$ cat src/rtl/commit_unit_if.sv
// commit_unit_if: bundles the commit-side bus of commit_unit.
//   master : upstream/environment side (drives ROB commit slots and mem_ready,
//            observes every retire output).
//   slave  : the commit unit itself.
// Signals: commit_valid/uid/loc/val, commit_ready, rf_we/waddr/wdata,
//          mem_we/addr/wdata, mem_ready, flush_all, redirect_pc, halted,
//          retired_count, overflow_err.
interface commit_unit_if #(
   parameter int COMMIT_WIDTH = 2,
   parameter int UID_BITS     = 3,
   parameter int REG_BITS     = 3
);
   logic [COMMIT_WIDTH-1:0]          commit_valid;
   logic [COMMIT_WIDTH*UID_BITS-1:0] commit_uid;
   logic [COMMIT_WIDTH*18-1:0]       commit_loc;
   logic [COMMIT_WIDTH*16-1:0]       commit_val;
   logic                             commit_ready;
   logic                             rf_we;
   logic [REG_BITS-1:0]              rf_waddr;
   logic [15:0]                      rf_wdata;
   logic                             mem_we;
   logic [15:0]                      mem_addr;
   logic [15:0]                      mem_wdata;
   logic                             mem_ready;
   logic                             flush_all;
   logic [15:0]                      redirect_pc;
   logic                             halted;
   logic [15:0]                      retired_count;
   logic                             overflow_err;

   modport master (
      output commit_valid, commit_uid, commit_loc, commit_val, mem_ready,
      input  commit_ready, rf_we, rf_waddr, rf_wdata, mem_we, mem_addr,
             mem_wdata, flush_all, redirect_pc, halted, retired_count,
             overflow_err
   );

   modport slave (
      input  commit_valid, commit_uid, commit_loc, commit_val, mem_ready,
      output commit_ready, rf_we, rf_waddr, rf_wdata, mem_we, mem_addr,
             mem_wdata, flush_all, redirect_pc, halted, retired_count,
             overflow_err
   );
endinterface

$ cat src/rtl/commit_unit.sv
// commit_unit: buffers in-order committed ROB entries in a small FIFO and
// retires one per cycle as a register write, store, jump (flush) or halt.
// Ports:
//   clk  - clock
//   rst  - synchronous active-high reset
//   bus  - commit_unit_if.slave: ROB commit slots in, retire strobes out,
//          mem_ready in, status (halted, retired_count, overflow_err) out.
module commit_unit #(
   parameter int COMMIT_WIDTH = 2,
   parameter int DEPTH        = 8,
   parameter int UID_BITS     = 3,
   parameter int REG_BITS     = 3
) (
   input  logic          clk,
   input  logic          rst,
   commit_unit_if.slave  bus
);
   localparam int PW = $clog2(DEPTH);
   localparam int CW = PW + 1;

   localparam logic [1:0] T_REG   = 2'b00;
   localparam logic [1:0] T_STORE = 2'b01;
   localparam logic [1:0] T_JUMP  = 2'b10;

   typedef enum logic [1:0] {RUN, FLUSH, HALT} state_t;

   state_t              state_q, state_d;
   logic [PW-1:0]       head_q, head_d, tail_q, tail_d;
   logic [CW-1:0]       count_q, count_d;
   logic                ovf_q, ovf_d;
   logic [15:0]         retired_q;
   logic                halted_q;
   logic                rf_we_q, mem_we_q;
   logic [REG_BITS-1:0] rf_waddr_q;
   logic [15:0]         rf_wdata_q, mem_addr_q, mem_wdata_q, redirect_q;

   // uid is trace-only, so only loc and val are kept per entry
   logic [17:0]         loc_mem [DEPTH];
   logic [15:0]         val_mem [DEPTH];

   logic [17:0]         head_loc;
   logic [15:0]         head_val;
   logic                do_pop, jump_pop;
   int                  n_valid, n_free, n_push;

   assign head_loc = loc_mem[head_q];
   assign head_val = val_mem[head_q];

   always_comb begin
      n_valid  = 0;
      for (int s = 0; s < COMMIT_WIDTH; s++) n_valid += int'(bus.commit_valid[s]);
      n_free   = DEPTH - int'(count_q);

      // a store at the head blocks retire until memory accepts it
      do_pop   = (state_q == RUN) && (count_q != '0) &&
                 ((head_loc[17:16] != T_STORE) || bus.mem_ready);
      jump_pop = do_pop && (head_loc[17:16] == T_JUMP);

      // pushes coinciding with a jump retire are younger work: discard them
      n_push = 0;
      ovf_d  = ovf_q;
      if (state_q == RUN && !jump_pop) begin
         n_push = (n_valid < n_free) ? n_valid : n_free;
         if (n_valid > n_free) ovf_d = 1'b1;
      end

      head_d  = do_pop ? head_q + PW'(1) : head_q;
      tail_d  = tail_q + PW'(n_push);
      count_d = CW'(int'(count_q) + n_push - (do_pop ? 1 : 0));
      if (jump_pop) begin
         tail_d  = head_d;
         count_d = '0;
      end

      state_d = state_q;
      case (state_q)
         RUN:     if (do_pop && head_loc[17:16] == T_JUMP)       state_d = FLUSH;
                  else if (do_pop && head_loc[17:16] == 2'b11)   state_d = HALT;
         FLUSH:   state_d = RUN;
         default: state_d = HALT;
      endcase
   end

   always_ff @(posedge clk) begin
      for (int s = 0; s < COMMIT_WIDTH; s++) begin
         if (s < n_push) begin
            loc_mem[tail_q + PW'(s)] <= bus.commit_loc[s*18 +: 18];
            val_mem[tail_q + PW'(s)] <= bus.commit_val[s*16 +: 16];
         end
      end
   end

   always_ff @(posedge clk) begin
      if (rst) begin
         state_q     <= RUN;
         head_q      <= '0;
         tail_q      <= '0;
         count_q     <= '0;
         ovf_q       <= 1'b0;
         retired_q   <= '0;
         halted_q    <= 1'b0;
         rf_we_q     <= 1'b0;
         mem_we_q    <= 1'b0;
         rf_waddr_q  <= '0;
         rf_wdata_q  <= '0;
         mem_addr_q  <= '0;
         mem_wdata_q <= '0;
         redirect_q  <= '0;
      end else begin
         state_q   <= state_d;
         head_q    <= head_d;
         tail_q    <= tail_d;
         count_q   <= count_d;
         ovf_q     <= ovf_d;
         rf_we_q   <= do_pop && head_loc[17:16] == T_REG;
         mem_we_q  <= do_pop && head_loc[17:16] == T_STORE;
         if (do_pop) retired_q <= retired_q + 16'd1;
         if (do_pop && head_loc[17:16] == T_REG) begin
            rf_waddr_q <= head_loc[REG_BITS-1:0];
            rf_wdata_q <= head_val;
         end
         if (do_pop && head_loc[17:16] == T_STORE) begin
            mem_addr_q  <= head_loc[15:0];
            mem_wdata_q <= head_val;
         end
         if (jump_pop) redirect_q <= head_val;
         if (state_d == HALT) halted_q <= 1'b1;
      end
   end

   // ready reflects start-of-cycle occupancy; a same-cycle pop doesn't count
   assign bus.commit_ready  = (n_free >= COMMIT_WIDTH);
   assign bus.rf_we         = rf_we_q;
   assign bus.rf_waddr      = rf_waddr_q;
   assign bus.rf_wdata      = rf_wdata_q;
   assign bus.mem_we        = mem_we_q;
   assign bus.mem_addr      = mem_addr_q;
   assign bus.mem_wdata     = mem_wdata_q;
   assign bus.flush_all     = (state_q == FLUSH);
   assign bus.redirect_pc   = redirect_q;
   assign bus.halted        = halted_q;
   assign bus.retired_count = retired_q;
   assign bus.overflow_err  = ovf_q;
endmodule

$ cat src/flat_wrapper.sv
// flat-port wrapper written by rule: the top's interface ports become plain ports
module commit_unit_flat 
#(
   parameter int COMMIT_WIDTH = 2,
   parameter int DEPTH        = 8,
   parameter int UID_BITS     = 3,
   parameter int REG_BITS     = 3
)
  (clk, rst, bus_commit_valid, bus_commit_uid, bus_commit_loc, bus_commit_val, bus_mem_ready, bus_commit_ready, bus_rf_we, bus_rf_waddr, bus_rf_wdata, bus_mem_we, bus_mem_addr, bus_mem_wdata, bus_flush_all, bus_redirect_pc, bus_halted, bus_retired_count, bus_overflow_err);
  commit_unit_if #(.COMMIT_WIDTH(COMMIT_WIDTH), .UID_BITS(UID_BITS), .REG_BITS(REG_BITS)) bus_i ();
  input  logic clk;
  input  logic rst;
  input wire logic [$bits(bus_i.commit_valid)-1:0] bus_commit_valid;
  input wire logic [$bits(bus_i.commit_uid)-1:0] bus_commit_uid;
  input wire logic [$bits(bus_i.commit_loc)-1:0] bus_commit_loc;
  input wire logic [$bits(bus_i.commit_val)-1:0] bus_commit_val;
  input wire logic [$bits(bus_i.mem_ready)-1:0] bus_mem_ready;
  output wire logic [$bits(bus_i.commit_ready)-1:0] bus_commit_ready;
  output wire logic [$bits(bus_i.rf_we)-1:0] bus_rf_we;
  output wire logic [$bits(bus_i.rf_waddr)-1:0] bus_rf_waddr;
  output wire logic [$bits(bus_i.rf_wdata)-1:0] bus_rf_wdata;
  output wire logic [$bits(bus_i.mem_we)-1:0] bus_mem_we;
  output wire logic [$bits(bus_i.mem_addr)-1:0] bus_mem_addr;
  output wire logic [$bits(bus_i.mem_wdata)-1:0] bus_mem_wdata;
  output wire logic [$bits(bus_i.flush_all)-1:0] bus_flush_all;
  output wire logic [$bits(bus_i.redirect_pc)-1:0] bus_redirect_pc;
  output wire logic [$bits(bus_i.halted)-1:0] bus_halted;
  output wire logic [$bits(bus_i.retired_count)-1:0] bus_retired_count;
  output wire logic [$bits(bus_i.overflow_err)-1:0] bus_overflow_err;
  assign bus_i.commit_valid = bus_commit_valid;
  assign bus_i.commit_uid = bus_commit_uid;
  assign bus_i.commit_loc = bus_commit_loc;
  assign bus_i.commit_val = bus_commit_val;
  assign bus_i.mem_ready = bus_mem_ready;
  assign bus_commit_ready = bus_i.commit_ready;
  assign bus_rf_we = bus_i.rf_we;
  assign bus_rf_waddr = bus_i.rf_waddr;
  assign bus_rf_wdata = bus_i.rf_wdata;
  assign bus_mem_we = bus_i.mem_we;
  assign bus_mem_addr = bus_i.mem_addr;
  assign bus_mem_wdata = bus_i.mem_wdata;
  assign bus_flush_all = bus_i.flush_all;
  assign bus_redirect_pc = bus_i.redirect_pc;
  assign bus_halted = bus_i.halted;
  assign bus_retired_count = bus_i.retired_count;
  assign bus_overflow_err = bus_i.overflow_err;
  commit_unit #(.COMMIT_WIDTH(COMMIT_WIDTH), .DEPTH(DEPTH), .UID_BITS(UID_BITS), .REG_BITS(REG_BITS)) u_core (.clk(clk), .rst(rst), .bus(bus_i));
endmodule
$ cat config.mk
export PLATFORM = sky130hd
export DESIGN_NAME = commit_unit_flat
export DESIGN_NICKNAME = d
export VERILOG_FILES = /design/src/rtl/commit_unit_if.sv /design/src/rtl/commit_unit.sv /design/src/flat_wrapper.sv
export SDC_FILE = /design/constraint.sdc
export NUM_CORES = 1
export LEC_CHECK = 0
export ABC_AREA = 1
export BUFFER_PORTS_ARGS = -buffer_cell sky130_fd_sc_hd__buf_2
export CAP_MARGIN = 10
export CORE_ASPECT_RATIO = 0.5
export CORE_MARGIN = 2
export CORE_UTILIZATION = 60
export DETAILED_ROUTE_END_ITERATION = 8
export PLACE_DENSITY = 0.89
export SKIP_CTS_REPAIR_TIMING = 1
export SYNTH_ARGS = -nofsm -noshare
export SYNTH_HDL_FRONTEND = slang
export SYNTH_SLANG_ARGS = --single-unit
$ cat constraint.sdc
create_clock -name clk -period 5.3 [get_ports clk]
set_input_delay 1.06 -clock clk [delete_from_list [all_inputs] [get_ports clk]]
set_output_delay 1.06 -clock clk [all_outputs]
set_load 0.05 [all_outputs]
=== Word-level counts from Yosys, hierarchy flattened ===
Memories as Yosys holds them, arrays and structs flattened. A register that Yosys moved wholly into a read port is not among the register bits.
Cells that the tools add are included.
W data, S select, Z words.

* Reductions and logical operators: 14
* Muxes and demuxes: 14
* $lt $le $gt $ge: 5
* $add $sub $neg: 8
* Equal/unequal tests: 6

{| class="wikitable"
|+ Operator list
! operator !! number
|-
| $mux W32 || 2
|-
| $ge A32 B3 Y1 const B || 1
|-
| $gt A32 B32 Y1 || 1
|-
| $lt A1 B32 Y1 const A || 1
|-
| $lt A2 B32 Y1 const A || 1
|-
| $lt A32 B32 Y1 || 1
|-
| $add A16 B1 Y16 const B || 1
|-
| $mux W3 || 4
|-
| $logic_and A1 B1 Y1 || 7
|-
| $add A3 B1 Y3 const B || 2
|-
| $eq A2 B2 Y1 const B || 3
|-
| $mux W1 || 5
|-
| $sub A4 B4 Y5 const A || 1
|-
| $add A4 B4 Y4 || 1
|-
| $eq A2 B1 Y1 const B || 2
|-
| $logic_not A2 Y1 || 2
|-
| $mux W2 || 2
|-
| $pmux W2 S2 || 1
|-
| $reduce_bool A4 Y1 || 1
|-
| $sub A4 B4 Y4 || 1
|-
| $add A3 B3 Y3 || 1
|-
| $add A1 B1 Y2 || 1
|-
| $ne A2 B1 Y1 const B || 1
|-
| $reduce_and A2 Y1 || 1
|-
| 3 further kinds || 3
|}

* Bits of input ports: 79
* Memories: 2
* Register bits: 99
* Bits in writable memories: 272

{| class="wikitable"
|+ Memories
! memory !! depth !! width !! read ports !! clocked after memory_dff !! wr ports !! line !! source
|-
| u_core.loc_mem || 8 || 18 || 1 || 1 || 2 || commit_unit.sv:38 || <nowiki>logic [17:0] loc_mem [DEPTH];</nowiki>
|-
| u_core.val_mem || 8 || 16 || 1 || 1 || 2 || commit_unit.sv:39 || <nowiki>logic [15:0] val_mem [DEPTH];</nowiki>
|}

=== Longest topological paths before layout ===
* Depth after elaboration: 10
* Depth in mapped cells: 23
* Gate-level depth less buffers: 23

=== Least setup slack after synthesis ===
No wires, ideal clock.

* Kind: input port to flip-flop
* From: input bus_commit_valid[0]
* To: memory u_core.loc_mem[4][0], enable pin
* Buffers on the path: 1
* Required time: 4,908 ps
* Slack: 1,394 ps
* Arrival: 3,514 ps
* Stages on the path: 13
* Cell sequence: ha_1 ha_1 inv_1 o21bai_1 nand4_1 nand2_1 nand2_1 o21ai_1 nand2_4 nor2_8 nand3_4 clkbuf_2 nand2_1

{| class="wikitable"
|+ RTL lines
! item !! line !! source
|-
| start, declared || flat_wrapper.sv:13 || <nowiki>input wire logic [$bits(bus_i.commit_valid)-1:0] bus_commit_valid;</nowiki>
|-
| end, declared || commit_unit.sv:38 ||
|}

==> key figures <==
Run status
  – Result of the run: complete, but fails checks
  – Violated checks: design-rule violations

Yosys
  – Syn. warnings: 0
  – XOR/XNOR share of the synthesized area: 0.439%
  – Post-synth top flop: sky130_fd_sc_hd__edfxtp_1
  – Top cells by area in the synthesized netlist: sky130_fd_sc_hd__edfxtp_1 45%, sky130_fd_sc_hd__nand2_1 12%, sky130_fd_sc_hd__dfxtp_1 11%, sky130_fd_sc_hd__o21ai_0 9.4%, sky130_fd_sc_hd__nor2_1 3.2%
  – Synthesized Nets: 2172
  – Cell taking the most area after synthesis: sky130_fd_sc_hd__edfxtp_1
  – Unique cell type count in the Yosys netlist: 42
  – Adder-cell share of the synthesized area: 1.06%
  – Post-Syn Area per Cell: 8.64 µm²
  – Dominant combinational cell family by area after synthesis: simple AND/OR/NAND/NOR gates
  – Post-synthesis instance area: 18000 µm²
  – Post-synth EDFFs: 272
  – Yosys top cell area share: 45.5%
  – Portion of the post-synthesis area used by sequential elements: 56.5%
  – Synthesized-area fraction occupied by ao, oa, aoi and oai cells: 15.0%
  – Cells after Synth: 2079
  – Seq cells post-synth: 371
  – FFs w/ async S/R, synth: 0%
  – Post-synthesis share of cell area spent on and, or, nand and nor gates: 20.1%
  – Multiplexer share of the synthesized area: 0%

Setup path
  – Critical register-to-register path startpoint: u_core.head_q[0]$_SDFF_PP0_
  – Element type at the critical path end: flop
  – Worst Setup Start Kind: flop
  – Worst-path maximum fanout: 47
  – Cell depth of the worst flop-to-flop path: 13
  – End of the worst register-to-register path: u_core.val_mem[7][9]$_DFFE_PP_
  – CP Class: flop to flop
  – Minimum setup slack among reg-to-reg paths: 0.95 ns
  – Required time at the worst-slack endpoint: 5.52 ns
  – Arrival time at the worst endpoint: 4.56 ns

Worst hold path
  – Worst hold path cell count: 2
  – Path category of the worst min-delay check: flop to flop
  – Hold path startpoint: u_core.bus.overflow_err$_SDFFE_PP0P_
  – End point of the most critical hold path: u_core.bus.overflow_err$_SDFFE_PP0P_

Timing
  – Peak Freq: 0.230 GHz
  – Minimum hold slack: 0.448 ns
  – Transition time at the pin with the least slew margin: 1.06 ns
  – Setup repair after global routing missed its margin: no
  – Max-slew violation total from the final report: 0
  – Count of final setup violators: 0
  – Final count of hold timing violations: 0
  – Share of the clock period used by the worst path: 82.0%
  – Min cycle time layout: 4.35 ns
  – Largest clock skew in the final design: 0.0238 ns
  – Normalized max-slew margin: 29.6%
  – Setup Total Neg Slack: 0 ns

Route
  – Routed via count: 15400
  – Final routed wire length divided by cell count: 19.3 µm
  – Detailed-route wire length: 49.3 mm
  – Initial detailed-routing violation count: 2532
  – Post-route DRC violation count: 13
  – Count of TritonRoute iterations in the first routing pass: 8
  – Number of antenna-violating nets in the routed design: 0
  – Avg Vias per Cell: 6.00

Power and ir drop
  – Power Dens Cells: 597 nW/µm²
  – Switching part of the total: 44.4%
  – Leak pwr: 8.34 nW
  – Portion of total power attributed to sequential cells: 37.6%
  – Internal power contribution: 0.00658 W
  – Relative contribution of combinational cells to total power: 43.1%
  – Clock power share: 19.4%
  – Sw power: 0.00525 W
  – Max VDD drop: 0.000405 V

Clock network
  – Clock Pin Slew Worst Setup and Hold Paths: 0.07 ns
  – CTS buffer count: 34
  – Clock tree from TritonCTS: done
  – Max H-tree Level: 2
  – Clock root buffer: sky130_fd_sc_hd__clkbuf_16
  – Clock sink total: 371
  – CTS max path bufs: 3
  – Insertion delay of the later-clocked pin in the worst-skew pair: 0.53 ns

Global routing
  – Total Routing Usage GR: 30.9%
  – Via count of the first global-routing pass: 14200
  – Number of antenna violations at the first check in global routing: 4
  – Wire length of the first global-routing pass: 75.3 mm
  – Grt ovf: 0
  – Maximum number of pins on one net before global-route repair: 93

Floorplan
  – Overall die height: 126 µm
  – Row cnt: 44
  – Number of ports placed on the die boundary: 168
  – Placeable core region: 29200 µm²
  – Initial Utilization: 61.5%
  – Die Footprint: 31400 µm²
  – Horiz. Die Dim: 249 µm

Placed design
  – Total placed cells including tap cells: 2496
  – Count of input and output buffers: 161
  – Post-DP HPWL: 29.1 mm
  – Routability congestion estimate from global placement: 0.953

Finish
  – Share of layout cells above drive strength 1: 13.0%
  – Layout-stage area growth over the synthesis result: 10.3%
  – Total Nets Final: 2234
  – Non-filler instance count after layout: 2559
  – Area of combinational cells with multiple inputs: 6610 µm²
  – Reg area: 10200 µm²
  – FILL cells: 2144

Job
  – Max Cap Violations: 0
[worst max-delay path by stage]
stage | from | cells past startpoint | slack (ns) | end
final | u_core.head_q[0]$_SDFF_PP0_ | 13 | 0.95 | u_core.val_mem[7][9]$_DFFE_PP_
after global routing | u_core.head_q[0]$_SDFF_PP0_ | 13 | 0.77 | u_core.loc_mem[7][1]$_DFFE_PP_
after CTS | u_core.head_q[0]$_SDFF_PP0_ | 13 | 1.10 | u_core.val_mem[7][9]$_DFFE_PP_
after detailed placement | bus_commit_valid[0] | 15 | 1.02 | u_core.loc_mem[7][6]$_DFFE_PP_
after global placement | bus_commit_valid[0] | 15 | 1.14 | u_core.loc_mem[7][6]$_DFFE_PP_
after floorplan | bus_commit_valid[0] | 13 | 1.39 | u_core.loc_mem[4][0]$_DFFE_PP_
[critical path: stages (launching register included)]
cell and delay [ns]:
sky130_fd_sc_hd__dfxtp_4 0.69, sky130_fd_sc_hd__clkinv_2 0.68, sky130_fd_sc_hd__nand2_1 0.23, sky130_fd_sc_hd__nand3_1 0.12, sky130_fd_sc_hd__nand3_1 0.13, sky130_fd_sc_hd__nand2_2 0.12
sky130_fd_sc_hd__nand3_2 0.11, sky130_fd_sc_hd__nand2_2 0.07, sky130_fd_sc_hd__nor2_1 0.24, sky130_fd_sc_hd__inv_1 0.13, sky130_fd_sc_hd__a21oi_1 0.52, sky130_fd_sc_hd__nand3_1 0.18
sky130_fd_sc_hd__nand2_2 0.52, sky130_fd_sc_hd__buf_12 0.27
[Yosys cell counts, types with 3 or more instances]
master / n
sky130_fd_sc_hd__nand2_1: 590
sky130_fd_sc_hd__o21ai_0: 338
sky130_fd_sc_hd__edfxtp_1: 272
sky130_fd_sc_hd__nor2_1: 155
sky130_fd_sc_hd__nand3_1: 109
sky130_fd_sc_hd__inv_1: 108
sky130_fd_sc_hd__dfxtp_1: 99
sky130_fd_sc_hd__clkbuf_1: 87
sky130_fd_sc_hd__a21oi_1: 64
sky130_fd_sc_hd__buf_2: 48
sky130_fd_sc_hd__o21ai_1: 41
sky130_fd_sc_hd__o22ai_1: 30
sky130_fd_sc_hd__a31oi_1: 24
sky130_fd_sc_hd__ha_1: 12
sky130_fd_sc_hd__buf_1: 10
sky130_fd_sc_hd__buf_6: 10
sky130_fd_sc_hd__o21ai_2: 10
sky130_fd_sc_hd__buf_4: 8
sky130_fd_sc_hd__nor3_1: 8
sky130_fd_sc_hd__inv_2: 7
sky130_fd_sc_hd__nand2_4: 7
sky130_fd_sc_hd__xor2_1: 6
sky130_fd_sc_hd__nand4_1: 5
sky130_fd_sc_hd__clkinv_1: 3
sky130_fd_sc_hd__nand2_2: 3
sky130_fd_sc_hd__nor4_1: 3
sky130_fd_sc_hd__xnor2_1: 3
[sequential cells by signal, indices dropped and copies added, names as in the netlist, 2 cells and up]
name	cells
u_core.bus.mem_addr	16
u_core.count_q	4
u_core.tail_q	3
u_core.loc_mem	144
u_core.state_q	2
u_core.bus.rf_wdata	16
u_core.bus.retired_count	16
u_core.bus.mem_wdata	16
u_core.bus.rf_waddr	3
u_core.val_mem	128
u_core.head_q	3
u_core.bus.redirect_pc	16
[placed cells by master, fill, tap and decap left out, types with 2 or more instances in the layout]
cell / n
sky130_fd_sc_hd__nor3_1: 8
sky130_fd_sc_hd__xnor2_1: 3
sky130_fd_sc_hd__clkinv_2: 5
sky130_fd_sc_hd__or2_2: 2
sky130_fd_sc_hd__nand3_1: 109
sky130_fd_sc_hd__buf_4: 23
sky130_fd_sc_hd__o21ai_1: 41
sky130_fd_sc_hd__fa_1: 2
sky130_fd_sc_hd__a31oi_1: 24
sky130_fd_sc_hd__o22ai_1: 30
sky130_fd_sc_hd__buf_12: 7
sky130_fd_sc_hd__nand4_1: 5
sky130_fd_sc_hd__ha_1: 12
sky130_fd_sc_hd__o21ai_0: 338
sky130_fd_sc_hd__nand2_4: 7
sky130_fd_sc_hd__o21ai_2: 10
sky130_fd_sc_hd__nand3_4: 2
sky130_fd_sc_hd__inv_2: 6
sky130_fd_sc_hd__nor2_1: 155
sky130_fd_sc_hd__clkbuf_16: 34
sky130_fd_sc_hd__a21oi_1: 64
sky130_fd_sc_hd__clkinv_1: 7
sky130_fd_sc_hd__diode_2: 3
sky130_fd_sc_hd__edfxtp_1: 272
sky130_fd_sc_hd__clkbuf_1: 11
sky130_fd_sc_hd__clkinvlp_4: 3
sky130_fd_sc_hd__nand2_1: 582
sky130_fd_sc_hd__dfxtp_1: 97
sky130_fd_sc_hd__inv_1: 108
sky130_fd_sc_hd__nor4_1: 3
sky130_fd_sc_hd__xor2_1: 6
sky130_fd_sc_hd__nand2_2: 11
sky130_fd_sc_hd__buf_2: 161
sky130_fd_sc_hd__clkbuf_8: 2
[metrics by stage]
stage / instance area, µm² / worst slack (ns) / total power, W / utilization (%)
after floorplan: 18000 / 1.39 / 0.00791 / -
after global placement: 18800 / 1.14 / 0.00920 / 64.4
after detailed placement: 18800 / 1.02 / 0.00939 / 64.4
after CTS: 19800 / 1.10 / 0.0117 / 67.8
after global routing: 19800 / 0.767 / 0.0124 / 67.8
final: 19800 / 0.953 / 0.0118 / 67.8
[final cells by class]
type / instances / area share, %
Tap cell: 391 / 2.47
Clock buffer: 48 / 4.66
Clock inverter: 12 / 0.372
Antenna cell: 3 / 0.0379
Multi-Input combinational cell: 1424 / 33.3
Timing Repair Buffer: 191 / 5.64
Inverter: 119 / 2.27
Sequential cell: 371 / 51.2
[power by group through the flow]
| stage | clock [W] | combinational (W) | sequential [W] |
|---|---|---|---|
| detailed placement | 0 | 0.00491 | 0.00448 |
| finish | 0.00229 | 0.00509 | 0.00444 |
| floorplan | 0 | 0.00282 | 0.00509 |
| CTS | 0.00228 | 0.00498 | 0.00443 |
| global route | 0.00241 | 0.00548 | 0.00450 |
| global placement | 0 | 0.00475 | 0.00445 |
[per-layer routing]
metal  track usage (%)  vias to the layer above  share of wire [%]
met4              11.8                        2                2.7
met5                 0                        -              0.032
met3              6.67                      134                 14
li1                  -                     7137                  -
met2              48.6                     1066                 45
met1              42.6                     7024                 39
[logic make-up (layout without fill, tap and decap cells)]
logic type | Yosys count | count (layout)
adders and majority gates | 14 | 14
other | 0 | 3
and+or+nand+nor | 887 | 887
DFF | 371 | 371
buffers and inverters | 284 | 370
AOI/OAI and AO/OA | 514 | 514
xor gates and xnor gates | 9 | 9
No activity file was read; power rests on OpenSTA's default activity.
